===== src/rtl/mc_delay_line_if.sv =====
// mc_delay_line_if: sample strobe, config and delayed-output bundle for mc_delay_line.
interface mc_delay_line_if #(
  parameter int NCH  = 4,
  parameter int DW   = 14,
  parameter int TAPW = 6
);
  logic                 shift_en;
  logic [NCH*DW-1:0]    in_data;
  logic                 flush;
  logic                 cfg_load;
  logic [NCH*TAPW-1:0]  cfg_delay;
  logic [NCH*DW-1:0]    out_data;
  logic [NCH-1:0]       out_valid;
  logic                 cfg_err;
  modport master (output shift_en, in_data, flush, cfg_load, cfg_delay,
                  input  out_data, out_valid, cfg_err);
  modport slave  (input  shift_en, in_data, flush, cfg_load, cfg_delay,
                  output out_data, out_valid, cfg_err);
endinterface


===== src/rtl/mc_delay_line.sv =====
// mc_delay_line: multi-channel tapped delay line with per-channel programmable tap, fill tracking and flush.
module mc_delay_line #(
  parameter int NCH   = 4,
  parameter int DW    = 14,
  parameter int DEPTH = 43,
  parameter int TAPW  = $clog2(DEPTH)
) (
  input  logic            clk,
  input  logic            rst,
  mc_delay_line_if.slave  bus
);
  localparam int FW = $clog2(DEPTH + 1);
  localparam logic [TAPW-1:0] MAXD = TAPW'(DEPTH - 1);
  localparam logic [FW-1:0]   FULL = FW'(DEPTH);
  logic [DW-1:0]       tap_q [NCH][DEPTH];
  logic [TAPW-1:0]     delay_q [NCH];
  logic [TAPW-1:0]     delay_d [NCH];
  logic [NCH-1:0]      bad;
  logic [FW-1:0]       fill_q;
  logic [NCH*DW-1:0]   out_data_q;
  logic [NCH-1:0]      out_valid_q;
  logic                cfg_err_q;
  always_comb begin
    for (int c = 0; c < NCH; c++) begin
      bad[c]     = bus.cfg_delay[c*TAPW +: TAPW] > MAXD;
      delay_d[c] = bad[c] ? MAXD : bus.cfg_delay[c*TAPW +: TAPW];
    end
  end
  always_ff @(posedge clk) begin
    if (rst) begin
      for (int c = 0; c < NCH; c++) begin
        for (int k = 0; k < DEPTH; k++) tap_q[c][k] <= '0;
        delay_q[c] <= '0;
      end
      fill_q      <= '0;
      out_data_q  <= '0;
      out_valid_q <= '0;
      cfg_err_q   <= 1'b0;
    end else begin
      for (int c = 0; c < NCH; c++) begin
        if (bus.flush) begin
          for (int k = 0; k < DEPTH; k++) tap_q[c][k] <= '0;
        end else if (bus.shift_en) begin
          tap_q[c][0] <= bus.in_data[c*DW +: DW];
          for (int k = 1; k < DEPTH; k++) tap_q[c][k] <= tap_q[c][k-1];
        end
        if (bus.cfg_load) delay_q[c] <= delay_d[c];
        // Output reads pre-edge taps and delay, giving the fixed 1-clk output lag
        out_data_q[c*DW +: DW] <= tap_q[c][delay_q[c]];
        out_valid_q[c]         <= fill_q > FW'(delay_q[c]);
      end
      if (bus.flush) fill_q <= '0;
      else if (bus.shift_en && fill_q != FULL) fill_q <= fill_q + 1'b1;
      if (bus.cfg_load && |bad) cfg_err_q <= 1'b1;
    end
  end
  assign bus.out_data  = out_data_q;
  assign bus.out_valid = out_valid_q;
  assign bus.cfg_err   = cfg_err_q;
endmodule


===== src/flat_wrapper.sv =====
// flat-port wrapper written by rule: the top's interface ports become plain ports
module mc_delay_line_flat 
#(
  parameter int NCH   = 4,
  parameter int DW    = 14,
  parameter int DEPTH = 43,
  parameter int TAPW  = $clog2(DEPTH)
)
  (clk, rst, bus_shift_en, bus_in_data, bus_flush, bus_cfg_load, bus_cfg_delay, bus_out_data, bus_out_valid, bus_cfg_err);
  mc_delay_line_if #(.NCH(NCH), .DW(DW), .TAPW(TAPW)) bus_i ();
  input  logic clk;
  input  logic rst;
  input wire logic [$bits(bus_i.shift_en)-1:0] bus_shift_en;
  input wire logic [$bits(bus_i.in_data)-1:0] bus_in_data;
  input wire logic [$bits(bus_i.flush)-1:0] bus_flush;
  input wire logic [$bits(bus_i.cfg_load)-1:0] bus_cfg_load;
  input wire logic [$bits(bus_i.cfg_delay)-1:0] bus_cfg_delay;
  output wire logic [$bits(bus_i.out_data)-1:0] bus_out_data;
  output wire logic [$bits(bus_i.out_valid)-1:0] bus_out_valid;
  output wire logic [$bits(bus_i.cfg_err)-1:0] bus_cfg_err;
  assign bus_i.shift_en = bus_shift_en;
  assign bus_i.in_data = bus_in_data;
  assign bus_i.flush = bus_flush;
  assign bus_i.cfg_load = bus_cfg_load;
  assign bus_i.cfg_delay = bus_cfg_delay;
  assign bus_out_data = bus_i.out_data;
  assign bus_out_valid = bus_i.out_valid;
  assign bus_cfg_err = bus_i.cfg_err;
  mc_delay_line #(.NCH(NCH), .DW(DW), .DEPTH(DEPTH), .TAPW(TAPW)) u_core (.clk(clk), .rst(rst), .bus(bus_i));
endmodule

===== config.mk =====
export PLATFORM = sky130hd
export DESIGN_NAME = mc_delay_line_flat
export DESIGN_NICKNAME = d
export VERILOG_FILES = /design/src/rtl/mc_delay_line_if.sv /design/src/rtl/mc_delay_line.sv /design/src/flat_wrapper.sv
export SDC_FILE = /design/constraint.sdc
export NUM_CORES = 2
export LEC_CHECK = 0
export CAP_MARGIN = 0
export CORE_MARGIN = 4
export CORE_UTILIZATION = 49
export DETAILED_ROUTE_END_ITERATION = 6
export GPL_ROUTABILITY_DRIVEN = 0
export PLACE_DENSITY = 0.73
export SLEW_MARGIN = 15
export SYNTH_ARGS = -nofsm -noshare
export SYNTH_HDL_FRONTEND = slang
export SYNTH_SLANG_ARGS = --single-unit

===== constraint.sdc =====
create_clock -name clk -period 31.1 [get_ports clk]
set_input_delay 3.11 -clock clk [delete_from_list [all_inputs] [get_ports clk]]
set_output_delay 3.11 -clock clk [all_outputs]
set_load 0.01 [all_outputs]

# --- Word-level counts from Yosys, hierarchy flattened ---
# Memory sizes are Yosys's and may differ from the RTL's.
# Index checks and enable logic that the tools add are counted.
classes:
  n_addsub: 1
  magnitude_cmp: 12
  eq_ne: 1
  mux: 376
  n_bitwise: 352
  n_reduce_logical: 4
ops:
  columns: ["op", "count"]
  rows:
  - ["two-way mux 14 bit", 352]
  - ["OR 1 bit", 348]
  - ["binary-select mux 14 bit (select 6 bit)", 4]
  - ["two-way mux 6 bit", 8]
  - [">= comparator 7 bit (second input constant)", 4]
  - ["inverter 6 -> 7 bit", 4]
  - ["greater-than comparator 6 bit", 4]
  - ["greater-than comparator 6 bit (second input constant)", 4]
  - ["two-way mux 1 bit", 12]
  - ["adder 6 x 1 -> 6 bit (second input constant)", 1]
  - ["inequality test 6 bit (second input constant)", 1]
  - ["OR reduction 4 bit", 1]
  - ["logical AND 1 bit", 2]
  - ["OR reduction 2 bit", 1]
totals:
  register_bits: 67
  ramBits: 2432
  in_bits: 85
  output_inout_bits: 61
  wordCells: 752
  mem_count: 2
mem_list:
  columns: ["memory", "words", "width", "rd", "rd_ports_with_merged_regs", "wr", "line", "source"]
  rows:
  - ["u_core.tap_q", 4, 602, 4, 0, 4, "mc_delay_line.sv:15", "logic [DW-1:0] tap_q [NCH][DEPTH];"]
  - ["u_core.delay_q", 4, 6, 4, 0, 4, "mc_delay_line.sv:16", "logic [TAPW-1:0] delay_q [NCH];"]

# --- Longest topological paths before layout ---
depth:
  ltp_word: 5
  mapped_depth: 10
  ltp_nobuf: 7

# --- Least setup slack after synthesis ---
# Ideal clock, no wire load.
synth_timing:
  kind: "input-to-reg"
  from: "input port rst"
  to: "memory u_core.tap_q[0][0] (netlist bit), enable pin"
  setup_ns: 1.645
  arrival_time_ns: 29.017
  required_time_ns: 29.455
  path_slack_ns: 0.438
  cell_stages: 4
  n_path_buf: 3
  cell_sequence: "clkbuf_1 -> clkbuf_1 -> clkbuf_1 -> or3_1"
synth_lines:
  columns: ["element", "line", "source"]
  rows:
  - ["start, declared", "flat_wrapper.sv:12", "input logic rst;"]
  - ["end, declared", "mc_delay_line.sv:15", null]

==> implementation parameters <==
Parameter                              Value

Clock network
  Post-CTS Hold Buffers    0
  Htree depth    5
  Number of CTS-inserted buffers    280
  Post-cts repair resize count    0
  CTS tree    yes
  # clock sinks    2499
  Post-CTS setup repair buffer count    0
  Largest buffer count on any clock path    4
  Worst-Skew Late Latency    0.92 ns
  Clock Tree Root    sky130_fd_sc_hd__clkbuf_16
  Clock transition at the registers of the reported paths    0.06 ns

Critical path
  Category of cells accounting for the largest share of critical-path delay    buffers and inverters
  CP max FO    89
  Cell chain of the critical path    clkdlybuf4s50_1, buf_4, or3_4, buf_4, buf_4, buf_4, buf_4, buf_4
  Kind of launch point of the worst setup path    input port
  Most common cell on crit path    sky130_fd_sc_hd__buf_4
  Data required time of the worst path    31.62 ns
  Critical path's largest stage delay    0.98 ns
  Critical path destination    u_core.tap_q[1][754]
  Endpoint of the most critical register-to-register path    u_core.bus.out_data[6]
  R2r setup slk    26.65 ns
  Critical setup path kind    input port to flop
  Worst Reg-to-Reg Cells    8
  Crit. path cell count    8
  WP buf/inv    7
  Worst path slowest cell    sky130_fd_sc_hd__buf_4
  First element of the critical path    bus_shift_en
  FF-to-FF Start    u_core.delay_q[0][0]
  Sort of element at the end of the critical path    flop
  Arrival time at the worst endpoint    9.34 ns

Yosys
  Cell types occupying the most area after synthesis    sky130_fd_sc_hd__edfxtp_1 65%, sky130_fd_sc_hd__and2_1 14%, sky130_fd_sc_hd__mux4_2 9.5%
  Proportion of register bits with asynchronous set or reset after synthesis    0%
  Cell taking the most area after synthesis    sky130_fd_sc_hd__edfxtp_1
  Syn Std Cell Area    111500 sq um
  Count of distinct cell types in the synthesized netlist    61
  Seq cells post-synth    2499
  Share of the synthesized area in the top cell type    roughly two thirds
  Count of synthesis-stage warnings from yosys    0
  Sequential area share after synthesis    66.59%
  Mapped Cells    7279
  Number of synthesized flops with an enable pin    2418
  Most used flip-flop cell after synthesis    sky130_fd_sc_hd__edfxtp_1
  Synthesized Nets    7389
  Mean Syn Cell Area    15.32 sq um

Pwr
  Total Power Consumption    7.566 mW
  Highest ir drop seen on vdd    between 0.04 and 0.05 mV
  Sequential group share of total power    51.7%
  Switching pwr    1.688 mW
  Power per cell area    61.07 nW/um^2
  Switching fraction of total power    22.30%
  Total leakage power    47.12 nW
  Clock group share of total power    41.6%
  Combinational group share of total power    under 10%
  Internal power    5.878 mW

Drt
  ANT nets after route    0
  Average detailed-routed wire length per instance    around 22 microns
  Drt via density    5.734
  TritonRoute pass-1 iters    5
  Wire length reported by the detailed router    233.1 mm
  Number of DRC violations after detailed-routing iteration 0    6130
  Total number of vias    60220
  DRC viols    0

GRT
  Maximum number of pins on one net before global-route repair    370
  Vias in the first global route    60920
  Overall global routing resource usage    19.55%
  Antenna violations before repair    10
  Overall overflow remaining after global route    0
  First-pass GRT wire length    363.8 mm

Floorplanning
  Die width    485.0 microns
  Std-Cell Rows    174
  Boundary pin count    146
  DIE AREA    ~240000 sq um
  Placeable core area    roughly 230000 sq um
  Die height    485.0 microns
  Starting density of the core    approximately 49%

Place
  Cell area after placement    115300 sq um
  Count of placed standard cells including taps    10020
  Worst-case setup slack after placement    about 21 ns
  Final HPWL DP    132.7 mm
  Total of buffers placed on input and output ports    145

STA
  Share of the clock period used by the worst path    28.36%
  Max-slew violations    0
  Setup TNS Final    0 ns
  Setup WS post-layout    22.28 ns
  Hold violation total from the final report    0
  Setup repair after global routing missed its margin    false
  Worst max-slew margin expressed relative to the limit    16.01%
  Tightest Pin Transition    approximately 1.3 ns
  Fin Hold WS    approximately 0.46 ns
  Highest achievable clock rate    approximately 110 MHz
  Final worst clock skew    between 0.05 and 0.06 ns
  Time the worst path needs with I/O delays and setup    just under 9 ns
  Final setup violation count    0

Outcome
  Result of the run    complete, no violations

Layout
  Commonest non-fill, non-tap cell in the layout    sky130_fd_sc_hd__and2_1
  Area delta synth->final    11.12%
  Layout fillers    17710
  Most frequent cells in the layout    2423 x sky130_fd_sc_hd__and2_1, 2418 x sky130_fd_sc_hd__edfxtp_1, 472 x sky130_fd_sc_hd__mux4_2
  Post-route cell area    123900 sq um
  Final standard cell utilization of the core    54.92%
  Final cell count without fillers    10500
  NumNets Final    7416
  Layout cells sized above 1    13.11%

Worst hold path
  Type of the worst min-delay path    flop to flop

Run
  Max-capacitance violation count    0
==> power by group through the flow <==
stage | clock network [mW] | logic [mW] | registers [mW]
final | 3.15 | 0.507 | 3.91
after global routing | 3.36 | 0.546 | 3.93
after CTS | 3.21 | 0.515 | 3.91
after detailed placement | 0 | 0.513 | 3.98
after global placement | 0 | 0.506 | 3.97
after floorplan | 0 | 0.345 | 4.07
==> synthesized netlist by cell type (29+ instances only) <==
| cell type | instances |
|---|---|
| sky130_fd_sc_hd__dfxtp_1 | 81 |
| sky130_fd_sc_hd__buf_2 | 98 |
| sky130_fd_sc_hd__and2_1 | 2423 |
| sky130_fd_sc_hd__nand2_1 | 265 |
| sky130_fd_sc_hd__edfxtp_1 | 2418 |
| sky130_fd_sc_hd__clkbuf_1 | 336 |
| sky130_fd_sc_hd__nor3_1 | 34 |
| sky130_fd_sc_hd__o22ai_1 | 66 |
| sky130_fd_sc_hd__or3_1 | 29 |
| sky130_fd_sc_hd__a21oi_1 | 127 |
| sky130_fd_sc_hd__nor2_1 | 86 |
| sky130_fd_sc_hd__a211oi_1 | 57 |
| sky130_fd_sc_hd__mux2i_1 | 234 |
| sky130_fd_sc_hd__buf_4 | 32 |
| sky130_fd_sc_hd__nor2b_1 | 64 |
| sky130_fd_sc_hd__mux4_2 | 472 |
| sky130_fd_sc_hd__a22oi_1 | 44 |
| sky130_fd_sc_hd__o21ai_0 | 47 |
| sky130_fd_sc_hd__a2111oi_0 | 32 |
| sky130_fd_sc_hd__nand3_1 | 35 |
==> sequential cells by signal (all words and copies together), names as in the netlist <==
| signal | count |
|---|---|
| u_core.bus.cfg_err | 1 |
| u_core.bus.out_data | 56 |
| u_core.tap_q | 2408 |
| u_core.fill_q | 6 |
| u_core.bus.out_valid | 4 |
| u_core.delay_q | 24 |
==> cell type report <==
type,count,area [sq um],share of cell area (%)
tap,2992,3744,3.022
sequential,2499,74230,59.92
multi-input combinational,4242,34790,28.09
clock buffer,364,7582,6.121
inverter,24,90.09,0.07272
clock inverter,119,989.7,0.7989
timing repair buffer,259,2441,1.971
antenna,3,7.507,0.006060
==> worst min path at each step <==
stage / from / end / slack, ns / cells after the start
6_report: u_core.bus.cfg_err / u_core.bus.cfg_err / 0.46 / 2
5_1_grt: u_core.bus.cfg_err / u_core.bus.cfg_err / 0.49 / 2
4_1_cts: u_core.bus.cfg_err / u_core.bus.cfg_err / 0.47 / 2
3_5_place_dp: u_core.bus.cfg_err / u_core.bus.cfg_err / 0.46 / 2
3_3_place_gp: u_core.bus.cfg_err / u_core.bus.cfg_err / 0.45 / 2
2_1_floorplan: u_core.tap_q[0][591] / u_core.tap_q[0][591] / 0.47 / 2
==> tightest hold or removal path, delay by kind of cell (launching register included) <==
kind	cells	cell delay [ns]
buf+inv	1	0.06
compound gates	1	0.05
flops	1	0.31
==> metal layers <==
metal	global-route usage [%]	vias up	part of all wire, %
met5	0	-	0.0039
met4	7.193	2	3.6
met3	3.806	365	6.4
met2	30.04	1797	47
met1	27.95	31150	43
li1	-	26910	-
==> kinds of logic after synthesis <==
| logic type | after synthesis | share of synthesized area (%) |
|---|---|---|
| adders and majority gates | 25 | 0.2806 |
| xor gates and xnor gates | 4 | 0.03143 |
| buffers and inverters | 538 | 2.262 |
| DFF | 2499 | 66.59 |
| muxes | 718 | 11.78 |
| AOI/OAI and AO/OA | 524 | 3.218 |
| and+or+nand+nor | 2971 | 15.84 |
Power figures use the tool's default switching activity.
